### src/rtl/keypad_emulator.sv
// Purpose: 4x4 matrix-keypad responder; presses one commanded key with LFSR contact bounce on make and break.
// Latency: row_q follows contact and col_d by 1 clock; a command occupies the block for 2*BOUNCE+hold+GAP cycles.
// Backpressure: cmd_ready is high only in IDLE; a command offered while busy waits, unconsumed, until then.
module keypad_emulator #(
    parameter int unsigned BOUNCE_CYCLES = 8,
    parameter int unsigned GAP_CYCLES    = 4,
    parameter logic [7:0]  LFSR_SEED     = 8'hA5
) (
    input  logic        clk,
    input  logic        nrst,
    input  logic [3:0]  col_d,
    input  logic        cmd_valid,
    output logic        cmd_ready,
    input  logic [3:0]  cmd_key,
    input  logic [15:0] cmd_hold,
    output logic [3:0]  row_q,
    output logic        key_down,
    output logic        busy
);

    // The down-counter must hold the longest of the bounce window, the gap
    // and a 16-bit hold time.
    localparam int unsigned MAX_PHASE = (BOUNCE_CYCLES > GAP_CYCLES) ? BOUNCE_CYCLES : GAP_CYCLES;
    localparam int unsigned PHASE_W   = ($clog2(MAX_PHASE) < 1) ? 1 : $clog2(MAX_PHASE);
    localparam int unsigned CNT_W     = (PHASE_W > 16) ? PHASE_W : 16;

    localparam logic [CNT_W-1:0] BOUNCE_LOAD = CNT_W'(BOUNCE_CYCLES - 1);
    localparam logic [CNT_W-1:0] GAP_LOAD    = CNT_W'(GAP_CYCLES - 1);

    typedef enum logic [2:0] {
        ST_IDLE         = 3'd0,
        ST_PRESS_BOUNCE = 3'd1,
        ST_HOLD         = 3'd2,
        ST_REL_BOUNCE   = 3'd3,
        ST_GAP          = 3'd4
    } state_t;

    state_t           state_q, state_d;
    logic [CNT_W-1:0] cnt_q, cnt_d;
    logic [7:0]       lfsr_q, lfsr_d;
    logic [3:0]       key_q, key_d;
    logic [15:0]      hold_q, hold_d;
    logic [7:0]       lfsr_next;
    logic             contact;
    logic             cnt_zero;
    logic             col_hit;
    logic [3:0]       row_onehot;

    // x^8+x^6+x^5+x^4+1, shifting left.
    assign lfsr_next  = {lfsr_q[6:0], lfsr_q[7] ^ lfsr_q[5] ^ lfsr_q[4] ^ lfsr_q[3]};
    assign cnt_zero   = (cnt_q == '0);
    assign col_hit    = col_d[key_q[1:0]];
    assign row_onehot = 4'b0001 << key_q[3:2];
    assign busy       = ~cmd_ready;

    // State, counter, LFSR and latched command registers.
    always_ff @(posedge clk or negedge nrst) begin
        if (!nrst) begin
            state_q <= ST_IDLE;
            cnt_q   <= '0;
            lfsr_q  <= LFSR_SEED;
            key_q   <= 4'd0;
            hold_q  <= 16'd1;
        end else begin
            state_q <= state_d;
            cnt_q   <= cnt_d;
            lfsr_q  <= lfsr_d;
            key_q   <= key_d;
            hold_q  <= hold_d;
        end
    end

    // Next-state, contact level and status decode for the press sequence.
    always_comb begin
        state_d   = state_q;
        cnt_d     = cnt_q;
        lfsr_d    = lfsr_q;
        key_d     = key_q;
        hold_d    = hold_q;
        contact   = 1'b0;
        cmd_ready = 1'b0;
        key_down  = 1'b0;

        unique case (state_q)
            ST_IDLE: begin
                cmd_ready = 1'b1;
                if (cmd_valid) begin
                    key_d   = cmd_key;
                    // A zero hold still gives one stably-closed cycle.
                    hold_d  = (cmd_hold == 16'd0) ? 16'd1 : cmd_hold;
                    cnt_d   = BOUNCE_LOAD;
                    state_d = ST_PRESS_BOUNCE;
                end
            end
            ST_PRESS_BOUNCE: begin
                contact = lfsr_q[0];
                lfsr_d  = lfsr_next;
                if (cnt_zero) begin
                    cnt_d   = CNT_W'(hold_q) - CNT_W'(1);
                    state_d = ST_HOLD;
                end else begin
                    cnt_d = cnt_q - CNT_W'(1);
                end
            end
            ST_HOLD: begin
                contact  = 1'b1;
                key_down = 1'b1;
                if (cnt_zero) begin
                    cnt_d   = BOUNCE_LOAD;
                    state_d = ST_REL_BOUNCE;
                end else begin
                    cnt_d = cnt_q - CNT_W'(1);
                end
            end
            ST_REL_BOUNCE: begin
                // Continues the press-bounce sequence rather than reseeding.
                contact = lfsr_q[0];
                lfsr_d  = lfsr_next;
                if (cnt_zero) begin
                    cnt_d   = GAP_LOAD;
                    state_d = ST_GAP;
                end else begin
                    cnt_d = cnt_q - CNT_W'(1);
                end
            end
            ST_GAP: begin
                // Contact forced open so the scanner always sees a release.
                if (cnt_zero) begin
                    state_d = ST_IDLE;
                end else begin
                    cnt_d = cnt_q - CNT_W'(1);
                end
            end
            default: begin
                state_d = ST_IDLE;
                cnt_d   = '0;
            end
        endcase
    end

    // Row sense: only the pressed key's column bit matters; other drive bits are ignored.
    always_ff @(posedge clk or negedge nrst) begin
        if (!nrst) begin
            row_q <= 4'b0000;
        end else begin
            row_q <= (contact && col_hit) ? row_onehot : 4'b0000;
        end
    end

endmodule

### config.mk
export PLATFORM = sky130hd
export DESIGN_NAME = keypad_emulator
export DESIGN_NICKNAME = d
export VERILOG_FILES = /design/src/rtl/keypad_emulator.sv
export SDC_FILE = /design/constraint.sdc
export NUM_CORES = 1
export LEC_CHECK = 0
export BUFFER_PORTS_ARGS = -buffer_cell sky130_fd_sc_hd__buf_2
export CORE_MARGIN = 2
export CORE_UTILIZATION = 50
export DETAILED_ROUTE_END_ITERATION = 10
export GPL_ROUTABILITY_DRIVEN = 1
export GPL_TIMING_DRIVEN = 1
export PLACE_DENSITY = 0.78
export SYNTH_ARGS = -nofsm -noshare
export SYNTH_HDL_FRONTEND = slang
export SYNTH_SLANG_ARGS = --single-unit
### constraint.sdc
create_clock -name clk -period 3 [get_ports clk]
set_input_delay 0.6 -clock clk [delete_from_list [all_inputs] [get_ports clk]]
set_output_delay 0.6 -clock clk [all_outputs]
set_load 0.01 [all_outputs]
---- After elaboration in Yosys (flattened, before gate mapping) ----
Cells that the tools add are included.
cells by class
  add/sub/neg operators ................... 2
  order comparisons ....................... 1
  equality and inequality tests ........... 10
  shift operators ......................... 1
  muxes and demuxes ....................... 19
  bitwise gates (word level) .............. 4
  reduce and logical (&&, ||, !) cells .... 8
operator list
  operator                 count
  $mux W16                 6
  $pmux W16 S5             1
  $logic_not A16 Y1        2
  $sub A16 B1 Y16 const B  2
  $mux W3                  5
  $pmux W3 S5              1
  $ne A2 B2 Y1 const B     6
  $eq A3 B2 Y1 const B     2
  $reduce_and A5 Y1        1
  $mux W4                  1
  $reduce_and A2 Y1        2
  $shl A1 B2 Y4 const A    1
  $eq A3 B1 Y1 const B     1
  $eq A3 B3 Y1 const B     1
  $logic_not A3 Y1         1
  $lt A2 B3 Y1 const B     1
  $mux W1                  3
  $xor A1 B1 Y1            3
  $bmux W1 S2              1
  $pmux W1 S2              1
  $reduce_or A2 Y1         1
  $logic_and A1 B1 Y1      1
  $not A1 Y1               1
word-level totals
  register bits after elaboration ......... 51
  logic and storage cells ................. 51

---- Longest topological paths before layout ----
  depth in word-level cells ............... 5
  depth in mapped cells ................... 9
  depth with buffers taken out ............ 8

---- Least setup slack after synthesis ----
OpenSTA, ideal clock, no wires.
  kind .................................... register -> register
  start point ............................. register hold_q[2]
  end point ............................... register cnt_q[11]
  arrival time ............................ 2086 ps
  path slack .............................. 786 ps
  cell stages (with the launch flop) ...... 8
  path buffers ............................ 1
  clock period less this slack ............ 2214 ps
  cell sequence ........................... dfrtp_1 > or4_4 > or4_4 > buf_6 > o41ai_1 > o21ai_1 > a21oi_1 > o21ai_1
on the way
  cells in the longest elaborated chain, start to end .. 3
ends and longest elaborated chain
  what                    line  text
  from (decl)             42    logic [15:0] hold_q, hold_d;
  from (signal assigned)  69    hold_q <= hold_d;
  $sub A16 B1 Y16         99    cnt_d = CNT_W'(hold_q) - CNT_W'(1);
  $mux W16                98    if (cnt_zero) begin
  $pmux W16 S5            84    unique case (state_q)
  to (signal assigned)    66    cnt_q <= cnt_d;
  to (decl)               39    logic [CNT_W-1:0] cnt_q, cnt_d;
No other way between the ends.
A chain may end at the register's enable or synchronous reset.

---- Worst setup path in the final report ----
  start point ............................. register hold_q[2]
  end point ............................... register cnt_q[10]
Same word-level chain as after synthesis.

==> results_dict.tcl <==
set metrics [dict create \
    dr.pass1.iters 4 \
    place_congestion 0.9656 \
    synth_edf_count 0 \
    timing.setup.tns_ns 0 \
    wl_met3_um 509 \
    slew_headroom 0.4718 \
    critical_path.max_stage_delay_ns 0.62 \
    grt_start_max_net_pins 52 \
    synth_top_area_share 0.3966 \
    yosysUniqueCellTypes 48 \
    hold_path.class "primary input to async pin" \
    synth_top_family_by_area "simple AND/OR/NAND/NOR gates" \
    async_flop_share 1.000 \
    slowest_stage "nor4_1" \
    drc 0 \
    via_per_inst 5.910 \
    skew_ns 0.004707 \
    setup.worst_path.start_class "register" \
    placedCellCount 447 \
    slew_viol_final 0 \
    synthXorXnorAreaFrac 0.04828 \
    cp_max_fo 6 \
    die_y_um 80.20 \
    grt_pass1_vias 2601 \
    ys_ff_latch 51 \
    dieArea_um2 6431 \
    grt.overflow.total 0 \
    clkTransAtPathRegs_ns 0.10 \
    cts_tree "done" \
    syn_inst 353 \
    netlist_area_um2 2903 \
    required_ns 3.21 \
    drt_wl_total_um 6735 \
    arrival_ns 2.64 \
    start_util 0.5239 \
    timing_worst_setup_path_type "register to register" \
    synth_ff_type "dfrtp_1" \
    cts_buffers 5 \
    synthAdderAreaFrac 0.008621 \
    dp_slack_ns 0.6483 \
    vdd_drop_max_mv 0.4555 \
    synth-seq-area-share 0.4418 \
    synth_area_leaders "dfrtp_1 (40%), nand2_1 (12%), dfstp_2 (4.5%), a21oi_1 (4.1%), nor2_1 (2.8%)" \
    num_rows 27 \
    synth_simple_gate_area_frac 0.3009 \
    dp_hpwl_um 4891 \
    via_count 2689 \
    antenna_left 0 \
    core_um2 5540 \
    initialDrtViolationCount 280 \
    max-cap-violations 0 \
    antenna_found_initial 0 \
    route.met2.wl_um 3150 \
    clkLatencyLatePin_ns 0.31 \
    syn_to_final_growth_pct 11.29 \
    setup_viol 0 \
    worst_pin_slew_ns 0.7851 \
    io_buffers 33 \
    htreeDepth 2 \
    ctsHoldBuffers 0 \
    status "complete, no violations" \
    gr-usage-all-layers 0.2344 \
    powerDensity_nw_per_um2 768.4 \
    setup_ws_ns 0.5743 \
    synth.top_cells.by_count "nand2_1 (92), dfrtp_1 (46), a21oi_1 (24)" \
    end_kind "register" \
    drive_gt1_frac 0.1645 \
    holdWs_ns 0.3633 \
    fmax_ghz 0.4122 \
    synth_area_leader_cell "dfrtp_1" \
    synth_most_common_cell "nand2_1" \
    synth.avg_cell_area_um2 8.223 \
    p_leak_nw 1.551 \
    fin_crit_ns 2.426 \
    clock-sinks 51 \
    clk_path_buf_depth 2 \
    period_share 0.8086 \
    stdcell_count 455 \
    grt_pass1_wl_um 11880 \
    wl_met1_um 2890 \
    syn-num-nets 382 \
    clockRootBuffer "clkbuf_8" \
    ctsResizeCount 0 \
    io_pins 34 \
    hold_violations 0 \
    route.detailed.wl_per_inst_um 14.80 \
    nets 411 \
    synth_compound_area_frac 0.1474 \
    topRoutingLayerUsed "met4" \
    die_w_um 80.20 \
    crit_path_cell_trace "or4_4 > nor4_1 > nand2_1 > xor2_1 > o22ai_1 > a22o_1" \
    yosysWarnings 0 \
    synth_mux_area_frac 0.01509 \
    cts_setup_buffers 0 \
    diodes 0 \
    rsz0062_at_grt "no" \
]
-- per-layer routing --
layer | track usage | vias up
met3 | 0.03146 | 18
met4 | 0.08644 | 0
li1 | - | 1297
met5 | 0 | -
met2 | 0.3817 | 103
met1 | 0.3199 | 1271
-- cell families (layout without fill, tap and decap cells) --
group,count (synthesis),count (layout)
compound gates,72,72
xor+xnor,16,16
fa+ha+maj,2,2
buf+inv,27,57
flops,51,51
mux,3,3
simple gates,182,182
-- state kept, by name (all words and copies together) (netlist names) --
register	cells
cnt_q	16
hold_q	16
lfsr_q	8
key_q	4
row_q	4
state_q	3
-- path summary, 6_finish.rpt --
kind	from	cells after the start	slack, ns	end
min in group clk	key_q[2]	1	0.46	row_q[2]
worst max register to register	hold_q[2]	6	0.57	cnt_q[10]
worst max-delay path	hold_q[2]	6	0.57	cnt_q[10]
worst min-delay path	nrst	2	0.36	cnt_q[11]
max in group asynchronous	nrst	2	2.19	lfsr_q[4]
worst min register to register	key_q[2]	1	0.46	row_q[2]
-- where the power goes --
part           leakage [nW]  internal, W  switching, W
Combinational         0.858     0.000369      0.000454
Sequential            0.646     0.000927      0.000301
Clock                0.0467     0.000173      0.000258
-- cell type report --
class | count | area [um2]
clock buffers | 5 | 68.82
clock inverters | 3 | 27.53
fillers | 517 | 2310
inverters | 9 | 33.78
multi-input cells | 275 | 1510
flip-flops and latches | 51 | 1282
well taps | 72 | 90.09
repair buffers | 40 | 217.7
-- worst max-delay path, delay by kind of cell (launching register included) --
kind,cells,cell delay [ns]
AO/OA/AOI/OAI,2,0.34
flip-flops,1,0.46
AND/OR/NAND/NOR,3,1.34
XOR/XNOR,1,0.19
-- through the flow --
stage / cell area, um2 / total power, W / util
finish: 3231 / 0.002482 / 0.5831
global route: 3231 / 0.002669 / 0.5831
CTS: 3231 / 0.002468 / 0.5831
detailed placement: 3134 / 0.002037 / 0.5657
global placement: 3134 / 0.002005 / 0.5657
floorplan: 2903 / 0.001791 / -
-- cell usage in the layout, fill, tap and decap left out, drive strengths merged, types with 3 or more instances in the layout --
cell,count
or2,3
buf,40
or4,6
inv,11
nand3,5
nor2,22
or3,8
xor2,8
nor3,17
o21ai,21
nand2,92
xnor2,8
a21oi,24
o31ai,6
dfstp,5
nand2b,4
clkbuf,5
nor4,13
a21o,3
dfrtp,46
nor3b,4
o22ai,7
No activity file was read; power rests on OpenSTA's default activity.
